## src/rtl/nor_flash_pkg.sv

```systemverilog
// Shared types and constants for the APB parallel NOR flash reader.
// Used by apb_nor_flash_ctrl and nor_flash_beat_seq.
package nor_flash_pkg;

    localparam int WAIT_W = 8;

    // Only register-window offset that is implemented.
    localparam logic [31:0] TIMING_OFS = 32'h0000_0000;

    typedef struct packed {
        logic [WAIT_W-1:0] page;
        logic [WAIT_W-1:0] first;
    } timing_t;

    typedef enum logic [1:0] {
        ST_IDLE = 2'd0,
        ST_BEAT = 2'd1,
        ST_DONE = 2'd2
    } fsm_state_e;

endpackage

```

## src/rtl/nor_flash_beat_seq.sv

```systemverilog
// Flash beat sequencer: FSM, beat and wait counters, page-crossing compare
// and the registered flash address / chip-enable / output-enable pins.
module nor_flash_beat_seq
    import nor_flash_pkg::*;
#(
    parameter int FLASH_DW   = 16,
    parameter int APB_DW     = 32,
    parameter int FLASH_AW   = 27,
    parameter int PAGE_BYTES = 16,
    localparam int BEAT_W    = $clog2(APB_DW / FLASH_DW)
) (
    input  logic                clk,
    input  logic                rstn,
    input  logic                start_i,
    input  logic [FLASH_AW-1:0] base_addr_i,
    input  logic [WAIT_W-1:0]   first_wait_i,
    input  logic [WAIT_W-1:0]   page_wait_i,
    output logic                idle_o,
    output logic                done_o,
    output logic                sample_o,
    output logic [BEAT_W-1:0]   beat_o,
    output logic [FLASH_AW-1:0] flash_a_o,
    output logic                flash_ce_b_o,
    output logic                flash_oe_b_o
);

    localparam int BEATS   = APB_DW / FLASH_DW;
    localparam int PAGE_SH = $clog2(PAGE_BYTES);

    fsm_state_e          state_q, state_d;
    logic [BEAT_W-1:0]   beat_q, beat_d;
    logic [WAIT_W-1:0]   wait_q, wait_d;
    logic [FLASH_AW-1:0] addr_q, addr_d;
    logic                ce_b_q, ce_b_d;
    logic [FLASH_AW-1:0] next_addr;
    logic                last_beat;
    logic                same_page;

    // Beats are consecutive flash words, so the next beat is one word further on.
    assign next_addr = addr_q + FLASH_AW'(FLASH_DW / 8);
    assign same_page = (addr_q >> PAGE_SH) == (next_addr >> PAGE_SH);
    assign last_beat = (beat_q == BEAT_W'(BEATS - 1));

    always_comb begin
        state_d  = state_q;
        beat_d   = beat_q;
        wait_d   = wait_q;
        addr_d   = addr_q;
        ce_b_d   = ce_b_q;
        sample_o = 1'b0;
        case (state_q)
            ST_IDLE: begin
                if (start_i) begin
                    state_d = ST_BEAT;
                    beat_d  = '0;
                    wait_d  = first_wait_i;
                    addr_d  = base_addr_i;
                    ce_b_d  = 1'b0;
                end
            end
            ST_BEAT: begin
                if (wait_q == '0) begin
                    sample_o = 1'b1;
                    if (last_beat) begin
                        state_d = ST_DONE;
                        ce_b_d  = 1'b1;
                    end else begin
                        beat_d = beat_q + 1'b1;
                        addr_d = next_addr;
                        wait_d = same_page ? page_wait_i : first_wait_i;
                    end
                end else begin
                    wait_d = wait_q - 1'b1;
                end
            end
            ST_DONE: state_d = ST_IDLE;
            default: state_d = ST_IDLE;
        endcase
    end

    always_ff @(posedge clk) begin
        if (!rstn) begin
            state_q <= ST_IDLE;
            beat_q  <= '0;
            wait_q  <= '0;
            addr_q  <= '0;
            ce_b_q  <= 1'b1;
        end else begin
            state_q <= state_d;
            beat_q  <= beat_d;
            wait_q  <= wait_d;
            addr_q  <= addr_d;
            ce_b_q  <= ce_b_d;
        end
    end

    assign idle_o       = (state_q == ST_IDLE);
    assign done_o       = (state_q == ST_DONE);
    assign beat_o       = beat_q;
    assign flash_a_o    = addr_q;
    assign flash_ce_b_o = ce_b_q;
    assign flash_oe_b_o = ce_b_q;

endmodule

```

## src/rtl/apb_nor_flash_ctrl.sv

```systemverilog
// APB slave reading asynchronous parallel NOR flash with programmable waits.
// Optional one-word read line buffer enabled by defining NOR_FLASH_LINEBUF_EN.
module apb_nor_flash_ctrl
    import nor_flash_pkg::*;
#(
    parameter int         FLASH_DW   = 16,
    parameter int         APB_DW     = 32,
    parameter int         FLASH_AW   = 27,
    parameter int         PAGE_BYTES = 16,
    parameter logic [7:0] FIRST_WAIT = 8'd200,
    parameter logic [7:0] PAGE_WAIT  = 8'd40
) (
    input  logic                clk,
    input  logic                rstn,
    input  logic                psel,
    input  logic                penable,
    input  logic                pwrite,
    input  logic [31:0]         paddr,
    input  logic [APB_DW-1:0]   pwdata,
    output logic [APB_DW-1:0]   prdata,
    output logic                pready,
    output logic                pslverr,
    input  logic [FLASH_DW-1:0] flash_dq_i,
    output logic [FLASH_DW-1:0] flash_dq_o,
    output logic [FLASH_DW-1:0] flash_dq_t,
    output logic [FLASH_AW-1:0] flash_a,
    output logic                flash_ce_b,
    output logic                flash_oe_b,
    output logic                flash_we_b,
    output logic                flash_adv_b,
    input  logic                flash_wait
);

    localparam int BEAT_W   = $clog2(APB_DW / FLASH_DW);
    localparam int LINE_LSB = $clog2(APB_DW / 8);

    timing_t             timing_q, timing_d;
    logic [APB_DW-1:0]   prdata_q, prdata_d;
    logic                seq_idle, seq_done, seq_sample;
    logic [BEAT_W-1:0]   seq_beat;
    logic                access, reg_acc, data_wr, rd_start, ofs_ok, timing_wr;
    logic                lb_hit;
    logic [FLASH_AW-1:0] base_addr;
    logic                unused_inputs;

    // New accesses are only accepted while the sequencer is idle.
    assign access    = rstn & psel & penable & seq_idle;
    assign reg_acc   = access & paddr[FLASH_AW];
    assign data_wr   = access & ~paddr[FLASH_AW] & pwrite;
    assign rd_start  = access & ~paddr[FLASH_AW] & ~pwrite & ~lb_hit;
    assign ofs_ok    = (paddr[FLASH_AW-1:0] == FLASH_AW'(TIMING_OFS));
    assign timing_wr = reg_acc & pwrite & ofs_ok;
    assign base_addr = {paddr[FLASH_AW-1:LINE_LSB], {LINE_LSB{1'b0}}};

`ifdef NOR_FLASH_LINEBUF_EN
    logic [FLASH_AW-LINE_LSB-1:0] lb_tag_q;
    logic                         lb_valid_q;

    // The buffered word itself is prdata_q: it always holds the last completed read.
    assign lb_hit = lb_valid_q & (lb_tag_q == paddr[FLASH_AW-1:LINE_LSB])
                  & access & ~paddr[FLASH_AW] & ~pwrite;

    always_ff @(posedge clk) begin
        if (!rstn) begin
            lb_valid_q <= 1'b0;
            lb_tag_q   <= '0;
        end else if (timing_wr || rd_start) begin
            lb_valid_q <= 1'b0;
        end else if (seq_done) begin
            lb_valid_q <= 1'b1;
            lb_tag_q   <= paddr[FLASH_AW-1:LINE_LSB];
        end
    end
`else
    assign lb_hit = 1'b0;
`endif

    nor_flash_beat_seq #(
        .FLASH_DW   (FLASH_DW),
        .APB_DW     (APB_DW),
        .FLASH_AW   (FLASH_AW),
        .PAGE_BYTES (PAGE_BYTES)
    ) u_seq (
        .clk          (clk),
        .rstn         (rstn),
        .start_i      (rd_start),
        .base_addr_i  (base_addr),
        .first_wait_i (timing_q.first),
        .page_wait_i  (timing_q.page),
        .idle_o       (seq_idle),
        .done_o       (seq_done),
        .sample_o     (seq_sample),
        .beat_o       (seq_beat),
        .flash_a_o    (flash_a),
        .flash_ce_b_o (flash_ce_b),
        .flash_oe_b_o (flash_oe_b)
    );

    always_comb begin
        timing_d = timing_q;
        if (timing_wr) timing_d = timing_t'(pwdata[15:0]);
    end

    always_comb begin
        prdata_d = prdata_q;
        if (seq_sample) prdata_d[seq_beat*FLASH_DW +: FLASH_DW] = flash_dq_i;
    end

    always_ff @(posedge clk) begin
        if (!rstn) begin
            timing_q <= '{page: PAGE_WAIT, first: FIRST_WAIT};
            prdata_q <= '0;
        end else begin
            timing_q <= timing_d;
            prdata_q <= prdata_d;
        end
    end

    always_comb begin
        prdata = prdata_q;
        if (reg_acc && !pwrite) prdata = ofs_ok ? APB_DW'(timing_q) : '0;
    end

    assign pready  = seq_done | data_wr | reg_acc | lb_hit;
    assign pslverr = data_wr | (reg_acc & ~ofs_ok);

    // The data bus is never driven: reads only, in asynchronous mode.
    assign flash_dq_o  = '0;
    assign flash_dq_t  = '1;
    assign flash_we_b  = 1'b1;
    assign flash_adv_b = 1'b0;

    assign unused_inputs = ^{flash_wait, pwdata, paddr};

endmodule
```

## config.mk

```make
export PLATFORM = sky130hd
export DESIGN_NAME = apb_nor_flash_ctrl
export DESIGN_NICKNAME = d
export VERILOG_FILES = /design/src/rtl/nor_flash_pkg.sv /design/src/rtl/nor_flash_beat_seq.sv /design/src/rtl/apb_nor_flash_ctrl.sv
export SDC_FILE = /design/constraint.sdc
export NUM_CORES = 1
export LEC_CHECK = 0
export ABC_CLOCK_PERIOD_IN_PS = 4400
export CORE_MARGIN = 2
export CORE_UTILIZATION = 64
export DETAILED_ROUTE_END_ITERATION = 8
export DONT_BUFFER_PORTS = 1
export PLACE_DENSITY = 0.77
export SLEW_MARGIN = 20
export SYNTH_ARGS = -nofsm -noshare
export SYNTH_HDL_FRONTEND = slang
export SYNTH_SLANG_ARGS = --single-unit
```

## constraint.sdc

```tcl
create_clock -name clk -period 4.4 [get_ports clk]
set_clock_uncertainty 0.2 [all_clocks]
set_input_delay 1.1 -clock clk [delete_from_list [all_inputs] [get_ports clk]]
set_output_delay 1.1 -clock clk [all_outputs]
set_load 0.02 [all_outputs]
```

==> impl_metrics.tcl <==
set metrics [dict create \
    worstRegToRegCells 7 \
    arrival_ns 2.63 \
    synth_cells 566 \
    synth-edff-count 0 \
    gp_congestion 0.910 \
    async_flop_share_pct 0 \
    ys_seq_area_share_pct 36.4 \
    synth_most_common_cell "dfxtp_1" \
    yosys_register_bits 86 \
    path_clk_slew_ns 0.08 \
    synth_top_cell_area_share_pct 36.4 \
    tns_ns 0 \
    finalHoldViolCount 0 \
    start_util_pct 65.6 \
    postCtsSetupBuffers 0 \
    track_usage_pct 28.1 \
    ff_latch_area_um2 1720 \
    grt_pass1_vias 3770 \
    max_freq_mhz 255 \
    ys.flop_type "dfxtp_1" \
    r2r-start "u_seq.wait_q[0]" \
    yosysUniqueCellTypes 65 \
    grt.overflow.total 0 \
    post-place-ws_ns 0.464 \
    synthTopCellsByArea "dfxtp_1 36%, nand2_1 6.4%, a22o_1 6.3%" \
    area_growth_pct 1.72 \
    leakage_nw 1.76 \
    drt-vias-per-instance 6.43 \
    place_hpwl_mm 8.36 \
    syn_area_per_cell_um2 8.36 \
    drv_slew 0 \
    cts_made_buffers 9 \
    grt_setup_unrepaired "no" \
    yosys-top-cells-count "86 x dfxtp_1, 81 x nand2_1, 38 x buf_4" \
    htree_levels 3 \
    drc 0 \
    grt_pass1_wl_mm 18.9 \
    wire_per_inst_um 18.1 \
    synth_top_cell_by_area "dfxtp_1" \
    fp.coreArea_um2 7210 \
    final_layout_size_suffix_gt1_share_pct 7.12 \
    grt_max_degree 74 \
    synth_area_um2 4730 \
    die_w_um 90.0 \
    ff2ff_setup_slack_ns 1.41 \
    routed_wl_mm 11.7 \
    cts-root-buf "clkbuf_8" \
    status "completed" \
    pwr_density_cell_nw_per_um2 323 \
    startpoint "rstn" \
    diodes 0 \
    ys.warnings.count 0 \
    worstHoldStart "prdata_q[11]" \
    pin_count 183 \
    holdWs_ns 0.272 \
    rows 31 \
    cap_violations 0 \
    relSlewSlack_pct 31.5 \
    period_share_pct 89.3 \
    final_nets 631 \
    cts_hold_buf 0 \
    end_kind "primary output" \
    antenna_found_initial 0 \
    insertion_delay_ns 0.37 \
    crit_path_max_fanout 73 \
    die-area_um2 8100 \
    cts_tree "yes" \
    vias 4159 \
    cp-endpoint "prdata[4]" \
    cp.required_ns 3.10 \
    multi_input_area_um2 2680 \
    setup_viol 0 \
    reg2reg_to "u_seq.flash_a_o[26]" \
    drt_iter0_drc 382 \
    start_kind "input pin" \
    die_h_um 90.0 \
    cts_resized 0 \
    nFillCells 633 \
    dr.pass1.iters 5 \
    ant_nets 0 \
    cts_buffer_depth 2 \
    setup_ws_ns 0.472 \
    worstMarginPinSlew_ns 1.02 \
    irDropWorstVdd_mv 0.167 \
    port_buffers 0 \
    hold_path.class "reg2reg" \
    finalCriticalPeriod_ns 3.93 \
    clock_sinks 86 \
    critical_path_class "in2out" \
]
==> routing by layer <==
layer | wire [um] | vias to the layer above | share of wire, % | track usage [%]
met5 | 0 | - | 0 | 0
met4 | 229 | 0 | 2.0 | 7.56
met3 | 1060 | 27 | 9.0 | 6.96
met2 | 5480 | 220 | 47 | 45.6
met1 | 4970 | 1960 | 42 | 37.4
li1 | - | 1952 | - | -
==> flip-flops by register name, summed over array words and instances (netlist names) <==
name                cells
prdata_q               32
u_seq.flash_a_o        26
u_seq.wait_q            8
u_seq.state_q           2
timing_q               16
u_seq.flash_ce_b_o      1
u_seq.beat_o            1
==> cells in the final DEF, fill, tap and decap left out, drive strengths merged, types with 4 or more instances in the layout <==
cell and instances:
and3 5, o221a 5, a211oi 4, o21ai 17
and4 5, a31oi 7, nor2b 15, a22o 34
o31ai 7, nor4 10, clkbuf 9, nand2 82
mux2i 17, nor3 15, o211ai 6, o211a 4
buf 7, conb 35, nand4 9, inv 11
a21boi 24, nand3 14, dfxtp 86, o22ai 6
and2 19, o21a 6, a21oi 18, nor2 27
==> final cells by class <==
type / instances / area share [%]
timing repair buffer: 7 / 1.09
clock buffer: 9 / 2.57
sequential: 86 / 35.7
clock inverter: 7 / 1.84
inverter: 6 / 0.468
tap: 99 / 2.57
multi-input combinational: 433 / 55.7
==> through the flow <==
stage / instances / utilization, % / power [mW] / cell area, um2
6_report: 647 / 66.8 / 1.56 / 4820
5_1_grt: 647 / 66.8 / 1.61 / 4820
4_1_cts: 647 / 66.8 / 1.56 / 4820
3_5_place_dp: 631 / 63.8 / 0.973 / 4600
3_3_place_gp: 631 / 63.8 / 0.969 / 4600
2_1_floorplan: 599 / - / 0.983 / 4860
==> worst min path at each step <==
stage          depth (start not counted)            to  slack, ns
6_report                               2  prdata_q[11]       0.27
5_1_grt                                1  prdata_q[16]       0.29
4_1_cts                                2  prdata_q[11]       0.28
3_5_place_dp                           1  prdata_q[17]       0.26
3_3_place_gp                           2  prdata_q[11]       0.25
2_1_floorplan                          1  prdata_q[16]       0.24
==> worst max-delay path, cell delays in order <==
cell and delay (ns):
and4b_1 0.25, nand2b_1 0.11, or3b_1 0.44, nor3_4 0.19, buf_4 0.23, a22o_1 0.30
==> logic make-up (layout without fill, tap and decap cells) <==
family	Yosys count	after routing	synth area share [%]
and+or+nand+nor	216	216	23.7
AOI/OAI and AO/OA	159	159	25.2
DFF	86	86	36.4
buffers and inverters	80	29	9.72
muxes	17	17	3.59
xor gates and xnor gates	4	4	0.740
adders and majority gates	2	2	0.528
other	2	35	0.159
==> where the power goes <==
group	switching, mW	internal (mW)
registers	0.0284	0.791
clock network	0.319	0.278
logic	0.0903	0.0485
Power figures use the tool's default switching activity.
